[config.mk]
export PLATFORM = sky130hd
export DESIGN_NAME = instruction_fetch_unit_flat
export DESIGN_NICKNAME = d
export VERILOG_FILES = /design/src/rtl/instruction_fetch_unit_if.sv /design/src/rtl/instruction_fetch_unit.sv /design/src/flat_wrapper.sv
export SDC_FILE = /design/constraint.sdc
export NUM_CORES = 1
export LEC_CHECK = 0
export ABC_AREA = 1
export BUFFER_PORTS_ARGS = -buffer_cell sky130_fd_sc_hd__clkbuf_2
export CORE_MARGIN = 4
export CORE_UTILIZATION = 45
export DETAILED_ROUTE_END_ITERATION = 8
export PLACE_DENSITY = 0.83
export SLEW_MARGIN = 5
export SYNTH_ARGS = -nofsm -noshare
export SYNTH_HDL_FRONTEND = slang
export SYNTH_SLANG_ARGS = --single-unit
[constraint.sdc]
create_clock -name clk -period 2.9 [get_ports clk]
set_clock_uncertainty 0.1 [all_clocks]
set_input_delay 0.58 -clock clk [delete_from_list [all_inputs] [get_ports clk]]
set_output_delay 0.58 -clock clk [all_outputs]
set_load 0.02 [all_outputs]
[src/rtl/instruction_fetch_unit_if.sv]
// Signal bundle between the instruction fetch unit, the control FSM/datapath and the instruction ROM.
// The fetch unit connects through the slave modport; the control/ROM side uses the master modport.
interface instruction_fetch_unit_if;
  logic        fetch_req;
  logic        pc_write;
  logic        branch_taken;
  logic [31:0] branch_target;
  logic        rom_req;
  logic [31:0] rom_address;
  logic        rom_ack;
  logic [31:0] rom_data;
  logic [31:0] instruction;
  logic [31:0] pc;
  logic [31:0] pc_next;
  logic        inst_valid;
  logic        fetch_busy;
  logic        fetch_error;

  modport master (
    output fetch_req, pc_write, branch_taken, branch_target, rom_ack, rom_data,
    input  rom_req, rom_address, instruction, pc, pc_next, inst_valid, fetch_busy, fetch_error
  );

  modport slave (
    input  fetch_req, pc_write, branch_taken, branch_target, rom_ack, rom_data,
    output rom_req, rom_address, instruction, pc, pc_next, inst_valid, fetch_busy, fetch_error
  );
endinterface

[src/rtl/instruction_fetch_unit.sv]
// Program counter owner and ROM fetch sequencer: fetches over a req/ack handshake with
// timeout, holds the instruction for the datapath, and applies sequential/branch PC updates.
module instruction_fetch_unit #(
  parameter logic [31:0] RESET_VECTOR   = 32'h0000_0000,
  parameter int unsigned TIMEOUT_CYCLES = 15
) (
  input logic                     clk,
  input logic                     reset,
  instruction_fetch_unit_if.slave bus
);

  localparam logic [31:0] NOP_INSN     = 32'h0000_0013;
  localparam logic [7:0]  TIMEOUT_LAST = 8'(TIMEOUT_CYCLES - 1);

  typedef enum logic [1:0] {
    S_IDLE,
    S_REQ,
    S_HOLD,
    S_ERROR
  } state_t;

  state_t      state_q, state_d;
  logic [31:0] pc_q, pc_d;
  logic [31:0] instr_q, instr_d;
  logic        valid_q, valid_d;
  logic        err_q, err_d;
  logic [7:0]  cnt_q, cnt_d;

  logic [31:0] pc_inc;
  logic        misaligned;

  assign pc_inc     = pc_q + 32'd4;
  assign misaligned = bus.branch_taken && (bus.branch_target[1:0] != 2'b00);

  always_ff @(posedge clk or negedge reset) begin
    if (!reset) begin
      state_q <= S_IDLE;
      pc_q    <= RESET_VECTOR;
      instr_q <= NOP_INSN;
      valid_q <= 1'b0;
      err_q   <= 1'b0;
      cnt_q   <= 8'd0;
    end else begin
      state_q <= state_d;
      pc_q    <= pc_d;
      instr_q <= instr_d;
      valid_q <= valid_d;
      err_q   <= err_d;
      cnt_q   <= cnt_d;
    end
  end

  always_comb begin
    state_d = state_q;
    pc_d    = pc_q;
    instr_d = instr_q;
    valid_d = valid_q;
    err_d   = err_q;
    cnt_d   = cnt_q;

    unique case (state_q)
      S_IDLE: begin
        if (bus.pc_write) err_d = 1'b1;
        if (bus.fetch_req) begin
          state_d = S_REQ;
          cnt_d   = 8'd0;
        end
      end

      S_REQ: begin
        // A stray pc_write only flags the error; the outstanding fetch still completes.
        if (bus.pc_write) err_d = 1'b1;
        if (bus.rom_ack) begin
          instr_d = bus.rom_data;
          valid_d = 1'b1;
          state_d = S_HOLD;
        end else begin
          cnt_d = cnt_q + 8'd1;
          if (cnt_q == TIMEOUT_LAST) begin
            state_d = S_ERROR;
            err_d   = 1'b1;
          end
        end
      end

      S_HOLD: begin
        if (bus.pc_write) begin
          if (misaligned) begin
            err_d   = 1'b1;
            state_d = S_ERROR;
          end else begin
            pc_d    = bus.branch_taken ? bus.branch_target : pc_inc;
            valid_d = 1'b0;
            // Combined write-back and fetch: the new PC is what the REQ phase presents.
            if (bus.fetch_req) begin
              state_d = S_REQ;
              cnt_d   = 8'd0;
            end else begin
              state_d = S_IDLE;
            end
          end
        end else if (bus.fetch_req) begin
          state_d = S_REQ;
          cnt_d   = 8'd0;
        end
      end

      S_ERROR: begin
        state_d = S_ERROR;
      end

      default: begin
        state_d = S_ERROR;
        err_d   = 1'b1;
      end
    endcase
  end

  assign bus.rom_req     = (state_q == S_REQ);
  assign bus.rom_address = pc_q;
  assign bus.fetch_busy  = (state_q == S_REQ);
  assign bus.instruction = instr_q;
  assign bus.pc          = pc_q;
  assign bus.pc_next     = pc_inc;
  assign bus.inst_valid  = valid_q;
  assign bus.fetch_error = err_q;

endmodule

[src/flat_wrapper.sv]
// flat-port wrapper written by rule: the top's interface ports become plain ports
module instruction_fetch_unit_flat 
#(
  parameter logic [31:0] RESET_VECTOR   = 32'h0000_0000,
  parameter int unsigned TIMEOUT_CYCLES = 15
)
  (clk, reset, bus_fetch_req, bus_pc_write, bus_branch_taken, bus_branch_target, bus_rom_ack, bus_rom_data, bus_rom_req, bus_rom_address, bus_instruction, bus_pc, bus_pc_next, bus_inst_valid, bus_fetch_busy, bus_fetch_error);
  instruction_fetch_unit_if bus_i ();
  input logic clk;
  input logic reset;
  input wire logic [$bits(bus_i.fetch_req)-1:0] bus_fetch_req;
  input wire logic [$bits(bus_i.pc_write)-1:0] bus_pc_write;
  input wire logic [$bits(bus_i.branch_taken)-1:0] bus_branch_taken;
  input wire logic [$bits(bus_i.branch_target)-1:0] bus_branch_target;
  input wire logic [$bits(bus_i.rom_ack)-1:0] bus_rom_ack;
  input wire logic [$bits(bus_i.rom_data)-1:0] bus_rom_data;
  output wire logic [$bits(bus_i.rom_req)-1:0] bus_rom_req;
  output wire logic [$bits(bus_i.rom_address)-1:0] bus_rom_address;
  output wire logic [$bits(bus_i.instruction)-1:0] bus_instruction;
  output wire logic [$bits(bus_i.pc)-1:0] bus_pc;
  output wire logic [$bits(bus_i.pc_next)-1:0] bus_pc_next;
  output wire logic [$bits(bus_i.inst_valid)-1:0] bus_inst_valid;
  output wire logic [$bits(bus_i.fetch_busy)-1:0] bus_fetch_busy;
  output wire logic [$bits(bus_i.fetch_error)-1:0] bus_fetch_error;
  assign bus_i.fetch_req = bus_fetch_req;
  assign bus_i.pc_write = bus_pc_write;
  assign bus_i.branch_taken = bus_branch_taken;
  assign bus_i.branch_target = bus_branch_target;
  assign bus_i.rom_ack = bus_rom_ack;
  assign bus_i.rom_data = bus_rom_data;
  assign bus_rom_req = bus_i.rom_req;
  assign bus_rom_address = bus_i.rom_address;
  assign bus_instruction = bus_i.instruction;
  assign bus_pc = bus_i.pc;
  assign bus_pc_next = bus_i.pc_next;
  assign bus_inst_valid = bus_i.inst_valid;
  assign bus_fetch_busy = bus_i.fetch_busy;
  assign bus_fetch_error = bus_i.fetch_error;
  instruction_fetch_unit #(.RESET_VECTOR(RESET_VECTOR), .TIMEOUT_CYCLES(TIMEOUT_CYCLES)) u_core (.clk(clk), .reset(reset), .bus(bus_i));
endmodule
Yosys cells after proc, flatten, opt, wreduce, memory -nomap -nowiden
Cells that the tools add are included.

word-level totals
  output and inout port bits = 132
  bits of input ports = 70
  word-level logic and storage cells = 53
  bits in registers = 76

cells by class
  equal/unequal tests = 11
  reduce and logical (&&, ||, !) cells = 10
  add/subtract/negate cells = 2
  multiplexer cells = 23
  bitwise logic cells = 1

operator list
  operator                                              number
  adder 32 x 3 -> 32 bit (second input constant)        1
  2-to-1 mux 32 bit                                     1
  2-to-1 mux 8 bit                                      4
  one-hot mux 8 bit (3 select lines)                    1
  2-to-1 mux 2 bit                                      5
  2-to-1 mux 1 bit                                      9
  AND reduction 3 bit                                   3
  adder 8 x 1 -> 8 bit (second input constant)          1
  equality test 8 x 4 -> 1 bit (second input constant)  1
  != test 2 bit (second input constant)                 4
  one-hot mux 2 bit (4 select lines)                    1
  equality test 2 bit (second input constant)           2
  AND reduction 4 bit                                   1
  nonzero test 2 bit                                    2
  != test 3 x 2 -> 1 bit (second input constant)        1
  != test 3 bit (second input constant)                 1
  one-hot mux 1 bit (3 select lines)                    1
  nonzero test 3 bit                                    1
  equality test 2 x 1 -> 1 bit (second input constant)  1
  logical NOT 2 bit                                     1
  != test 2 x 1 -> 1 bit (second input constant)        1
  one-hot mux 1 bit (2 select lines)                    1
  AND reduction 2 bit                                   1
  logical AND 1 bit                                     1
  inverter 1 bit                                        1

Depth between registers and ports, before layout
Gate-level depths: netlist (run 1).

  word-level depth = 5
  depth in mapped cells = 10
  gate-level depth less buffers = 10

Worst setup path after synthesis (run 1)
Ideal clock, no wire load.

  path kind = reg2out
  start = register u_core.pc_q[3] (netlist: u_core.bus.pc[3])
  end = output bus_pc_next[10]
  path buffers = 0
  data required time = 2.220 ns
  data arrival time = 1.499 ns
  slack = 0.721 ns
  stages on the path, launching flop included = 6
  cells stage by stage = dfrtp_1 ha_1 nand2_1 nor2_4 nand2_4 xor2_1

between the ends
  word-level cells in the longest chain between the ends = 1

ends and longest elaborated chain
  what                    line                          RTL
  from (decl)             instruction_fetch_unit.sv:23  logic [31:0] pc_q, pc_d;
  from (signal assigned)  instruction_fetch_unit.sv:45  pc_q <= pc_d;
  adder 32 x 3 -> 32 bit  instruction_fetch_unit.sv:32  assign pc_inc = pc_q + 32'd4;
  to (decl)               flat_wrapper.sv:21            output wire logic [$bits(bus_i.pc_next)-1:0] bus_pc_next;

No other way between the ends.

Worst setup path in the final report (run 1)
  start = register u_core.pc_q[3] (netlist: u_core.bus.pc[3])
  end = output bus_pc_next[22]

Same word-level chain as after synthesis.

==> flow_summary.ini, run 1 <==
[global_route]
grt_max_degree = 46
grt_pass1_wl_mm = 21.5
grt_util_all_layers = 0.210
grt_remaining_overflow = 0
antenna_found_initial = 0
grt_pass1_vias = 4505

[die]
die_w_um = 111
coreArea_mm2 = 0.0103
die_h_um = 111
rows = 37
initial_utilization = 0.464
ios = 202
die_area_mm2 = 0.0124

[routing]
vias_per_cell = 4.90
wl_per_cell_um = 14.0
first_pass_iters = 5
drt-initial-drc-count = 224
vias = 4580
drc = 0
postRouteAntennaNets = 0
routed_wl_mm = 13.1

[final_layout]
diodes = 0
nFillCells = 1005
drive_gt1_frac = 0.362
multiInputGateArea_mm2 = 0.00232
seq_area_mm2 = 0.00191
design.final.nets = 870
area_delta_synth_final_pct = 22.3

[sta]
fin_setup_tns_ps = 0
finalSetupViolCount = 0
worst_pin_slew_ps = 564
hold_ws_ps = 52.6
fmax_mhz = 377
final_max_slew_viol_count = 0
finalCriticalPeriod_ps = 2650
slew_headroom = 0.624
rsz0062_at_grt = false
period_share = 0.915
hold_viol_final = 0

[setup_path]
crit_required_ps = 2220
critPathTopFamily = simple AND/OR/NAND/NOR gates
crit_path_start_kind = flip-flop
r2r_cells = 8
end_kind = primary output
critical_path_depth = 7
critPathMostFrequentCell = nand2_1
critPathKind = reg -> out
worst_path_max_delay_cell = dfrtp_1
slowest_delay_ps = 450
critPathArrivalTime_ps = 1970
cp_cell_sequence = ha_1 -> nand2_1 -> nor2_4 -> nand3_2 -> o21ai_1 -> nand2_1 -> clkbuf_2
worst-path-buf-inv = 1
critPathMaxFanout = 7

[pwr]
ir_drop_mv = 0.547
power_leakage_uw = 0.00317
power.density_mw_per_mm2 = 1150

[synth]
synth_top_flop_cell = dfrtp_1
synth.distinct_cells = 33
ys_seq_area_frac = 0.398
yosys_warnings = 0
syn-cell-area_mm2 = 0.00479
synth_cells = 628
ys_async_sr_fraction = 1.00
synth_edf_count = 0
synth_top_area_frac = 0.382
avgSynthCellArea_um2 = 7.62
synth-seq-cells = 76
syn_nets = 705
yosys.area.top_type = dfrtp_1
synth.area.top_cells = dfrtp_1 (38%), nand2_1 (14%), mux2_2 (7.5%)

[cts]
clk_latency_ps = 350
h-tree-depth = 3
cts.sinks = 76
cts_tree = built
cts_resized = 0
cts_made_buffers = 9
root_buffer = clkbuf_8
hold_buffers = 0
cts_setup_buffers = 0
clk_path_buf_depth = 2
path_clk_slew_ps = 90

[place]
gp_congestion = 0.878
port_buffers = 201
hpwl_mm = 10.2

[job]
drv_cap = 0

[worst_hold_path]
hold_class = in -> async

[outcome]
status = completed
==> cells in the mapped netlist, drive strengths merged (2+ instances only) <==
library cell	count
nor3	3
o211ai	3
a21oi	18
nand2	188
buf	45
o21ai	25
clkbuf	6
dfrtp	73
nand3b	2
nor2	101
dfstp	3
nand3	38
xor2	10
o31ai	2
nand4	4
mux2	32
inv	58
a31oi	2
o22ai	5
ha	7
==> cell families after synthesis <==
group | share of synthesized area
flops | 0.398
compound gates | 0.0687
simple gates | 0.303
xor+xnor | 0.0201
mux | 0.0753
buf+inv | 0.116
fa+ha+maj | 0.0183
==> worst paths after layout <==
check | start | to | slack [ps]
worst max-delay path | u_core.bus.pc[3] | bus_pc_next[22] | 250
worst min-delay path | reset | u_core.bus.pc[20] | 50
worst max register to register | u_core.state_q[0] | u_core.bus.pc[7] | 890
worst min register to register | u_core.bus.inst_valid | u_core.bus.inst_valid | 400
max in group asynchronous | reset | u_core.bus.instruction[0] | 2000
min in group clk | bus_rom_data[8] | u_core.bus.instruction[8] | 350
==> report_power, final <==
group | leakage, uW | switching (uW) | internal (uW)
logic | 0.00217 | 2540 | 1300
clock network | 0.0000829 | 457 | 321
registers | 0.000917 | 550 | 1560
total | 0.00317 | 3550 | 3180
==> final cells by class <==
class / instances / share of cell area
repair buffers: 205 / 0.180
clock inverters: 7 / 0.00983
clock buffers: 9 / 0.0212
well taps: 136 / 0.0291
multi-input cells: 442 / 0.397
inverters: 59 / 0.0378
flip-flops and latches: 76 / 0.325
==> flip-flops by register name, indices dropped and copies added (netlist names) <==
signal / count
u_core.bus.fetch_error: 1
u_core.bus.inst_valid: 1
u_core.bus.instruction: 32
u_core.bus.pc: 32
u_core.cnt_q: 8
u_core.state_q: 2
==> placed cells by master, fill, tap and decap left out, drive strengths merged <==
cell type / instances
inv: 61
clkinv: 2
nand2: 188
buf: 5
a21oi: 18
clkbuf: 209
xor2: 10
ha: 7
o31ai: 2
nand3b: 2
nor2: 101
a31oi: 2
o211ai: 3
o21a: 1
o22ai: 5
nand4: 4
dfstp: 3
clkinvlp: 3
nor3: 3
o21ai: 25
xnor2: 1
nand3: 38
mux2: 32
dfrtp: 73
==> metrics by stage <==
step                       util  power (uW)  setup slack [ps]  cell area (um^2)  cells
final                     0.567        6740               246              5850    934
after CTS                 0.567        6800               222              5850    934
after global placement    0.550        5920               704              5670    918
after global routing      0.567        7230              59.9              5850    934
after detailed placement  0.550        6010               619              5670    918
after floorplan               -        4930               721              4790    628
==> routing by layer <==
metal / vias to the layer above / wire length (um) / track usage
met5: - / 0 / 0
li1: 2281 / - / -
met4: 0 / 131 / 0.0527
met2: 154 / 6650 / 0.377
met1: 2137 / 5280 / 0.246
met3: 8 / 1050 / 0.0628
Power figures use the tool's default switching activity.
==> run 2: changes to the inputs <==
- clock period: 2.9 -> 2.8 ns (I/O delays scaled with it)
==> flow_summary.ini, run 2 (synthesis results as in run 1) <==
[cts]
path_clk_slew_ps = 100
cts_setup_buffers = 0
cts_tree = built
clk_latency_ps = 360
hold_buffers = 0
root_buffer = clkbuf_8
cts.sinks = 76
cts_made_buffers = 9
h-tree-depth = 3
cts_resized = 0
clk_path_buf_depth = 2

[sta]
rsz0062_at_grt = false
hold_viol_final = 0
slew_headroom = 0.622
period_share = 0.934
fin_setup_tns_ps = 0
finalSetupViolCount = 0
fmax_mhz = 382
final_max_slew_viol_count = 0
worst_pin_slew_ps = 567
finalCriticalPeriod_ps = 2620

[setup_path]
end_kind = primary output
worst_path_max_delay_cell = dfrtp_1
slowest_delay_ps = 440
crit_required_ps = 2140
rr_endpoint = u_core.bus.pc[10]
critPathMaxFanout = 7
critPathMostFrequentCell = nand2_1
cp_cell_sequence = ha_1 -> nand2_1 -> nor2_4 -> nand3_2 -> nor2_1 -> nand2_1 -> nand2_1 -> clkbuf_2
critPathArrivalTime_ps = 1960
timing.rr.start = u_core.state_q[0]
crit_path_start_kind = flip-flop
r2r_setup_slack_ps = 810
r2r_cells = 8
critPathKind = reg -> out

[final_layout]
final_common_cell = clkbuf_2
multiInputGateArea_mm2 = 0.00232
seq_area_mm2 = 0.00191
area_delta_synth_final_pct = 22.6
nFillCells = 969
drive_gt1_frac = 0.362
diodes = 0
design.final.nets = 870
layout_common_cells = clkbuf_2 (200), nand2_1 (180), nor2_1 (88)
finalCoreUtilization = 0.568

[die]
die_w_um = 111
coreArea_mm2 = 0.0103
rows = 37
initial_utilization = 0.464
die_area_mm2 = 0.0124
die_h_um = 111
ios = 202

[global_route]
grt_remaining_overflow = 0
grt_max_degree = 46
grt_pass1_wl_mm = 21.2
grt_util_all_layers = 0.208
antenna_found_initial = 1
grt_pass1_vias = 4515

[place]
port_buffers = 201
gp_congestion = 0.875
hpwl_mm = 9.93

[routing]
wl_per_cell_um = 13.7
vias_per_cell = 4.85
routed_wl_mm = 12.8
first_pass_iters = 5
vias = 4528
drt-initial-drc-count = 256
drc = 0
postRouteAntennaNets = 0

[pwr]
ir_drop_mv = 0.644
p_clk_frac = 0.116
power.density_mw_per_mm2 = 1190
power_leakage_uw = 0.00318
seqPwrFrac = 0.312
p_comb_frac = 0.572
switching_share = 0.526
p_sw_uw = 3670
internal_power_uw = 3300

[job]
drv_cap = 0

[outcome]
status = completed

[worst_hold_path]
hold_class = in -> async
-- run 2: final cells by class --
type	instances	area share
Multi-Input combinational cell	442	0.396
Sequential cell	76	0.325
Timing Repair Buffer	205	0.181
Inverter	59	0.0377
Tap cell	136	0.0290
Clock buffer	9	0.0211
Clock inverter	7	0.00981
-- run 2: layer usage --
metal / track usage / wire [um] / vias to the layer above / part of all wire
met5: 0 / 13 / - / 0.0010
met4: 0.0843 / 240 / 2 / 0.019
met3: 0.0682 / 1040 / 21 / 0.081
met2: 0.362 / 6370 / 161 / 0.50
met1: 0.233 / 5150 / 2060 / 0.40
li1: - / - / 2284 / -
-- run 2: metrics by stage --
stage | std cells | hold slack (ps) | total power [uW] | setup slack (ps) | area, um^2
after global placement | 918 | 380 | 6130 | 626 | 5690
final | 934 | 33.7 | 6970 | 185 | 5870
after floorplan | 628 | 164 | 5110 | 641 | 4790
after global routing | 934 | 65.1 | 7490 | 10.1 | 5870
after CTS | 934 | 40.4 | 7030 | 161 | 5870
after detailed placement | 918 | 384 | 6200 | 565 | 5690
-- run 2: how the worst max path moves through the flow --
stage,start,endpoint
floorplan,u_core.bus.pc[3],bus_pc_next[10]
global placement,u_core.bus.pc[3],bus_pc_next[22]
detailed placement,u_core.bus.pc[3],bus_pc_next[22]
CTS,u_core.bus.pc[3],bus_pc_next[16]
global route,u_core.bus.pc[2],bus_pc_next[16]
finish,u_core.bus.pc[3],bus_pc_next[16]
-- run 2: critical path: cells and delay by family, from the launching register on --
kind / cells / cell delay [ps]
and+or+nand+nor: 6 / 740
buffers and inverters: 1 / 160
adders and majority gates: 1 / 250
DFF: 1 / 440
-- run 2: power groups by stage --
| stage | clock (uW) | sequential, uW | combinational (uW) |
|---|---|---|---|
| detailed placement | 0 | 2190 | 4010 |
| global route | 881 | 2280 | 4320 |
| global placement | 0 | 2170 | 3970 |
| floorplan | 0 | 2660 | 2440 |
| CTS | 834 | 2180 | 4020 |
| finish | 811 | 2170 | 3980 |
==> run 3: changes to the inputs <==
- CTS_BUF_LIST: unset -> sky130_fd_sc_hd__clkbuf_8
- PLACE_DENSITY: 0.83 -> 0.86
- clock period: 2.8 -> 2.3 ns (I/O delays scaled with it)
==> flow_summary.ini, run 3 (synthesis results as in run 1) <==
[final_layout]
drive_gt1_frac = 0.498
design.final.nets = 916
final_common_cell = clkbuf_2
design_area_mm2 = 0.00680
layout_common_cells = clkbuf_2 (178), nand2_1 (149), nor2_1 (72)
diodes = 0
area_delta_synth_final_pct = 42.1

[outcome]
violations = negative setup slack
status = finished with violations

[setup_path]
r2r_cells = 9
r2r_setup_slack_ps = 270
critPathArrivalTime_ps = 1830
crit_path_start_kind = flip-flop
critPathKind = reg -> out
rr_endpoint = u_core.bus.pc[4]
timing.rr.start = u_core.state_q[0]
crit_path_start = u_core.bus.pc[3]
crit_required_ps = 1740
end_kind = primary output
critPathMaxFanout = 7

[die]
die_area_mm2 = 0.0124
ios = 202
initial_utilization = 0.464
rows = 37
coreArea_mm2 = 0.0103
die_w_um = 111
die_h_um = 111

[pwr]
switching_share = 0.481
p_clk_frac = 0.136
total_power_uw = 10100
ir_drop_mv = 0.706
seqPwrFrac = 0.266
internal_power_uw = 5220
p_comb_frac = 0.599
power_leakage_uw = 0.00354
power.density_mw_per_mm2 = 1480
p_sw_uw = 4840

[worst_hold_path]
min_path_cells = 2
hp-start = bus_rom_data[13]
hold_class = in -> reg
min_to = u_core.bus.instruction[13]

[sta]
final_max_slew_viol_count = 0
fmax_mhz = 418
finalSetupViolCount = 17
period_share = 1.04
finalCriticalPeriod_ps = 2390
rsz0062_at_grt = true
hold_viol_final = 0
hold_ws_ps = 245
worst_pin_slew_ps = 481
fin_ws_ps = -92.3
slew_headroom = 0.679

[cts]
h-tree-depth = 3
clk_latency_ps = 350
cts.sinks = 76
root_buffer = clkbuf_8
clk_path_buf_depth = 2
cts_made_buffers = 9
path_clk_slew_ps = 90
cts_tree = built

[routing]
drt-initial-drc-count = 298
drc = 0
top_layer = met5
wl_per_cell_um = 14.8
vias_per_cell = 4.97
wl_met2_mm = 7.44
route.met3.wl_mm = 1.11
m1WireLength_mm = 5.53
first_pass_iters = 4
routed_wl_mm = 14.5
postRouteAntennaNets = 0
vias = 4872

[job]
drv_cap = 0

[global_route]
grt_pass1_wl_mm = 21.9
grt_remaining_overflow = 0
grt_pass1_vias = 4574
antenna_found_initial = 1
grt_util_all_layers = 0.215
grt_max_degree = 44

[place]
gp_congestion = 0.879
placed_cell_area_mm2 = 0.00573
hpwl_mm = 10.1
port_buffers = 201
run 3: changes by cell type in the layout (fill, tap and decap cells not counted), moves of 14 or more:
cell | before | now
nand2_2 | 5 | 31
nor2_1 | 88 | 72
buf_4 | 3 | 47
dfrtp_1 | 73 | 52
nand2_1 | 180 | 149
dfrtp_2 | 0 | 21
clkbuf_2 | 200 | 178
buf_6 | 0 | 14
run 3: critical path, cell delays in order (launching register included):
cell,delay [ps]
dfrtp_1,420
buf_6,130
nand2_4,50
nor2_4,200
nand2_4,150
nor2_4,180
nand3b_1,130
nand2_2,100
buf_6,110
run 3: final cells by class:
class                      instances  area [um^2]
timing repair buffer             251         1570
clock inverter                     7          141
multi-input combinational        442         2640
sequential                        76         1930
fill                             836         3520
clock buffer                       9          124
tap                              136          170
inverter                          59          221
run 3: metal layers:
metal / track usage / vias to the layer above
li1: - / 2371
met1: 0.254 / 2266
met2: 0.379 / 197
met3: 0.0628 / 36
met4: 0.0608 / 2
met5: 0 / -
run 3: timing repair:
action,4_1_cts,5_1_grt
endpoints found under the hold margin,30,0
pin swaps,6,37
setup endpoints to repair,22,25
hold buffers,1,0
buffers inserted,12,31
resized for setup,45,118
gates cloned,0,0
run 3: worst max-delay path by stage:
| stage | endpoint | cells past startpoint |
|---|---|---|
| 2_1_floorplan | bus_pc_next[10] | 5 |
| 3_3_place_gp | bus_pc_next[28] | 8 |
| 3_5_place_dp | bus_pc_next[16] | 8 |
| 4_1_cts | bus_pc_next[28] | 8 |
| 5_1_grt | bus_pc_next[19] | 8 |
| 6_report | bus_pc_next[21] | 8 |
run 3: through the flow:
step                      utilization  TNS (ps)  setup slack (ps)  instances
after detailed placement        0.555         0               158        920
after CTS                       0.603      -313             -61.3        949
after global routing            0.659     -2580              -183        980
final                           0.659      -887             -92.3        980
after floorplan                     -         0               241        628
after global placement          0.555         0               222        920
run 3: power groups by stage:
stage	clock network, uW	logic, uW	registers [uW]
3_3_place_gp	0	4840	2630
6_report	1360	6020	2670
2_1_floorplan	0	2970	3240
5_1_grt	1450	6460	2780
3_5_place_dp	0	4900	2670
4_1_cts	1400	5200	2650
